[src/rtl/l2_sweep_array.sv]
// l2_sweep_array
//   Single-port-addressed storage array that zeroes itself after reset or a
//   clear request. While the zeroing sweep is in progress, ready is low and
//   read and write requests are ignored. Once the sweep finishes, the array
//   serves one read and/or one write per cycle, addressed by a shared index.
//
// Ports
//   clk      : single clock; all state updates on its rising edge
//   reset_n  : synchronous active-low reset
//   clear    : one-cycle request to restart the zeroing sweep
//   read     : read request (accepted only while ready=1)
//   write    : write request (accepted only while ready=1)
//   index    : entry address for read and write
//   datain   : write data
//   dataout  : registered read data; holds its value when resp=0
//   resp     : dataout-valid pulse, one cycle after an accepted read
//   ready    : array initialised and accepting requests
//
// Configuration macro
//   L2_SWEEP_ARRAY_BYPASS_EN : when defined, a read and write issued in the
//   same cycle return datain (write-first). When undefined, they return the
//   previously stored value (read-first).
module l2_sweep_array #(
  parameter int WIDTH = 128,
  parameter int DEPTH = 32,
  parameter int IDX_W = $clog2(DEPTH)
) (
  input  logic             clk,
  input  logic             reset_n,
  input  logic             clear,
  input  logic             read,
  input  logic             write,
  input  logic [IDX_W-1:0] index,
  input  logic [WIDTH-1:0] datain,
  output logic [WIDTH-1:0] dataout,
  output logic             resp,
  output logic             ready
);

  typedef enum logic {SWEEP = 1'b0, RUN = 1'b1} state_t;

  state_t           state;
  state_t           state_next;
  logic [IDX_W-1:0] sweep_ptr;
  logic [WIDTH-1:0] mem [DEPTH];
  logic             sweep_last;
  logic             rd_en;
  logic             wr_en;

  assign sweep_last = (sweep_ptr == IDX_W'(DEPTH - 1));
  // A clear in RUN drops any read or write presented in the same cycle.
  assign rd_en      = ready && read  && !clear && reset_n;
  assign wr_en      = ready && write && !clear && reset_n;

  // State register
  always_ff @(posedge clk) begin
    if (!reset_n) state <= SWEEP;
    else          state <= state_next;
  end

  // Next-state logic
  always_comb begin
    state_next = state;
    case (state)
      SWEEP: if (!clear && sweep_last) state_next = RUN;
      RUN:   if (clear)                state_next = SWEEP;
      default: state_next = SWEEP;
    endcase
  end

  // Output logic
  always_comb begin
    ready = (state == RUN);
  end

  // Sweep pointer: parked at 0 in RUN so a clear starts from entry 0;
  // DEPTH is a power of two, so the final increment wraps to 0 as well.
  always_ff @(posedge clk) begin
    if (!reset_n)                   sweep_ptr <= '0;
    else if (state == RUN || clear) sweep_ptr <= '0;
    else                            sweep_ptr <= sweep_ptr + IDX_W'(1);
  end

  // Storage: the sweep owns the write port until it completes.
  always_ff @(posedge clk) begin
    if (state == SWEEP) mem[sweep_ptr] <= '0;
    else if (wr_en)     mem[index]     <= datain;
  end

  // Read response. Read and write share one index, so a same-cycle read and
  // write always collide on the same entry.
  always_ff @(posedge clk) begin
    if (!reset_n) begin
      resp    <= 1'b0;
      dataout <= '0;
    end else begin
      resp <= rd_en;
      if (rd_en) begin
`ifdef L2_SWEEP_ARRAY_BYPASS_EN
        dataout <= wr_en ? datain : mem[index];
`else
        dataout <= mem[index];
`endif
      end
    end
  end

endmodule

[config.mk]
export PLATFORM = sky130hd
export DESIGN_NAME = l2_sweep_array
export DESIGN_NICKNAME = d
export VERILOG_FILES = /design/src/rtl/l2_sweep_array.sv
export SDC_FILE = /design/constraint.sdc
export NUM_CORES = 2
export LEC_CHECK = 0
export CELL_PAD_IN_SITES_DETAIL_PLACEMENT = 0
export CELL_PAD_IN_SITES_GLOBAL_PLACEMENT = 1
export CORE_UTILIZATION = 45
export CTS_BUF_LIST = sky130_fd_sc_hd__clkbuf_4 sky130_fd_sc_hd__clkbuf_8
export CTS_CLUSTER_SIZE = 8
export DETAILED_ROUTE_END_ITERATION = 10
export GPL_TIMING_DRIVEN = 0
export PLACE_DENSITY_LB_ADDON = 0.1
export REMOVE_ABC_BUFFERS = 1
export SLEW_MARGIN = 20
export SYNTH_ARGS = -nofsm -noshare
export SYNTH_HDL_FRONTEND = slang
export SYNTH_SLANG_ARGS = --single-unit
[constraint.sdc]
create_clock -name clk -period 12.05 [get_ports clk]
set_clock_uncertainty 0.15 [all_clocks]
set_input_delay 2.41 -clock clk [delete_from_list [all_inputs] [get_ports clk]]
set_output_delay 2.41 -clock clk [all_outputs]
set_load 0.02 [all_outputs]
==> out/metrics.csv <==
stage,metric,value,unit
run_status,status,"complete, no violations",
setup_path,critical-path-slowest-cell,and4b_4,
global_routing,grt_overflow,0,
sta,worstMarginPinSlew,1150,ps
sta,layout_min_cycle_time,6240,ps
synthesis,ys_types,37,
power,ir_drop,105,µV
cts,numCtsBuffers,693,
setup_path,worstPathArrival,6970,ps
setup_path,crit_path_max_incr_delay,720,ps
global_routing,grt_pass1_wl,669000,µm
routing,finalWirelength,484000,µm
cts,cts_setup_buffers,0,
setup_path,path_delay_family,buffers and inverters,
routing,vias,83438,
power,fin_total_pwr,0.0293,W
global_routing,grt_max_degree,101,
cts,cts_resized,0,
synthesis,synth_area_leaders,"edfxtp_1 (77%), mux4_2 (11%), mux2i_1 (3.2%), dfxtp_1 (1.7%), a22o_1 (1.4%)",
synthesis,synthMuxAreaShare,0.140,
cts,cts-root-buf,clkbuf_8,
cts,path_clk_slew,60,ps
die,die-area,0.359,mm²
synthesis,syn_avg_cell_area,21.6,µm²
die,io_pins,268,
layout,finalNetCount,8598,
setup_path,crit_chain,buf_8 -> buf_16 -> and4b_4 -> buf_12 -> mux2i_1 -> nand3_1 -> nor2_4 -> buf_8 -> buf_12 -> buf_16 -> buf_16 -> buf_16 -> buf_16,
setup_path,required,12780,ps
cts,cts_tree,built,
setup_path,cp_common_cell,buf_16,
placement,dp_hpwl,311000,µm
setup_path,critPathBufInv,9,
worst_hold_path,min_path_type,reg2reg,
power,power_density,151,mW/mm²
routing,ant_nets,0,
layout,syn_to_final_growth,20.4,%
synthesis,syn_inst,7446,
cts,cts_buffer_depth,4,
layout,drive_gt1_frac,0.277,
die,dieWidth,599,µm
die,die_y,599,µm
synthesis,synth-seq-area-share,0.783,
sta,finalCritPeriodShare,0.518,
setup_path,worstSetupPathType,in2reg,
run,drv_cap,0,
routing,dr.pass1.iters,5,
sta,slew_headroom,0.231,
power,p_leak,72.5,nW
layout,seq_area,0.126,mm²
layout,nFillCells,27008,
cts,htree_levels,6,
setup_path,end_kind,flop,
setup_path,start_kind,input port,
synthesis,synth.top_cell.area_share,0.766,
die,initial_utilization,0.454,
sta,final-setup-viol-count,0,
sta,hold_ws,383,ps
cts,insertion_delay,1190,ps
placement,io_buffers,267,
synthesis,synth_compound_area_frac,0.0515,
synthesis,synth-simple-area-share,0.0119,
synthesis,synth-warning-count,0,
placement,gp_congestion,0.680,
routing,drt_iter0_drc,7694,
sta,slew_viol_final,0,
synthesis,netlist_area,0.161,mm²
cts,cts.sinks,4231,
sta,tns,0,ps
sta,max_freq,160,MHz
synthesis,synth_xor_area_frac,0.000109,
routing,avgRoutedWirePerCell,35.2,µm
global_routing,first_global_vias,85453,
setup_path,crit_fanout,33,
die,num_rows,218,
die,core,0.354,mm²
synthesis,ys.flop_type,edfxtp_1,
synthesis,synth_edf_count,4096,
sta,rsz0062_at_grt,no,
synthesis,synth_top_family_by_area,multiplexers,
synthesis,async_reset_ff_frac,0,
synthesis,synthAdderAreaFrac,0.000156,
sta,hold_violations,0,
global_routing,antenna_found_initial,11,
synthesis,yosys.area.top_type,edfxtp_1,
synthesis,synth_seq_cells,4231,
global_routing,gr-usage-all-layers,0.269,
routing,drc,0,
cts,cts_hold_buf,0,
layout,multi_input_area,0.0331,mm²
routing,vias_per_cell,6.06,
-- Yosys cell counts (all sizes together) (42+ instances only) --
library cell  count
and2            132
buf             221
nor3             42
a211oi           86
o311ai           86
dfxtp           135
edfxtp         4096
clkbuf          256
a22o            256
mux4            768
nor2b            91
o21ai           128
o31ai            42
o22ai           298
mux2i           515
o221ai          128
a21o             86
-- report_power, final --
part | switching [W] | internal (W)
registers | 0.0000120 | 0.0160
logic | 0.000526 | 0.000351
clock network | 0.00560 | 0.00681
total | 0.00614 | 0.0231
-- final cells by class --
class / count / share of cell area
diodes: 8 / 0.000104
clock buffers: 1089 / 0.0673
clock inverters: 174 / 0.00404
inverters: 3 / 0.0000582
multi-input cells: 2735 / 0.171
flip-flops and latches: 4231 / 0.650
well taps: 4730 / 0.0306
repair buffers: 794 / 0.0768
-- path summary, 6_finish.rpt --
| kind | start | endpoint | slack [ps] | cells past startpoint |
|---|---|---|---|---|
| worst max register to register | ready$_SDFF_PN0_ | mem[16][8]$_DFFE_PP_ | 7250 | 11 |
| worst min register to register | sweep_ptr[0]$_SDFF_PP0_ | sweep_ptr[0]$_SDFF_PP0_ | 380 | 1 |
| worst max-delay path | reset_n | mem[16][8]$_DFFE_PP_ | 5810 | 13 |
| worst min-delay path | sweep_ptr[0]$_SDFF_PP0_ | sweep_ptr[0]$_SDFF_PP0_ | 380 | 1 |
-- registers in the layout (all words and copies together) (netlist names) --
signal and cells:
dataout 128, mem 4096, ready 1, resp 1, sweep_ptr 5
-- layout by cell type, fill, tap and decap left out, drive strengths merged, types with 8 or more instances in the layout --
cell type and n:
edfxtp 4096, clkbuf 1089, mux4 768, buf 531, mux2i 515, o22ai 298, clkdlybuf4s50 263, a22o 256
clkinv 155, dfxtp 135, and2 132, o221ai 128, o21ai 128, nor2b 91, a21o 86, o311ai 86
a211oi 86, nor3 42, o31ai 42, nor2 41, clkinvlp 12, inv 10, nand3 9, diode 8
-- per-layer routing --
metal / up-vias / wire [µm] / GRT usage
li1: 33901 / - / -
met1: 45502 / 188000 / 0.346
met4: 0 / 14500 / 0.0841
met5: - / 0 / 0
met2: 3247 / 252000 / 0.472
met3: 788 / 29200 / 0.0379
-- worst reg2reg max path, stage by stage (launching register included) --
cell,delay [ps]
dfxtp_1,560
and4b_4,700
buf_12,330
mux2i_1,460
nand3_1,460
nor2_4,570
buf_8,240
buf_12,200
buf_16,190
buf_16,200
buf_16,190
buf_16,210
-- kinds of logic (layout without fill, tap and decap cells) --
kind of cell / count (synthesis) / after routing
adder cells (fa/ha/maj): 2 / 2
buffers and inverters: 480 / 2060
multiplexers: 1286 / 1286
flip-flops: 4231 / 4231
XOR/XNOR: 2 / 2
AND/OR/NAND/NOR: 331 / 331
AO/OA/AOI/OAI: 1114 / 1114
other: 0 / 8
-- through the flow --
step           utilization  instances  cell area (µm²)  setup WS [ps]
2_1_floorplan            -       6969           158000           1020
3_3_place_gp         0.472      11966           167000        -100110
3_5_place_dp         0.508      12493           180000           4650
4_1_cts              0.546      13756           193000           5940
5_1_grt              0.547      13762           193000           5610
6_report             0.547      13764           193000           5810
(Power assumes the default switching activity.)
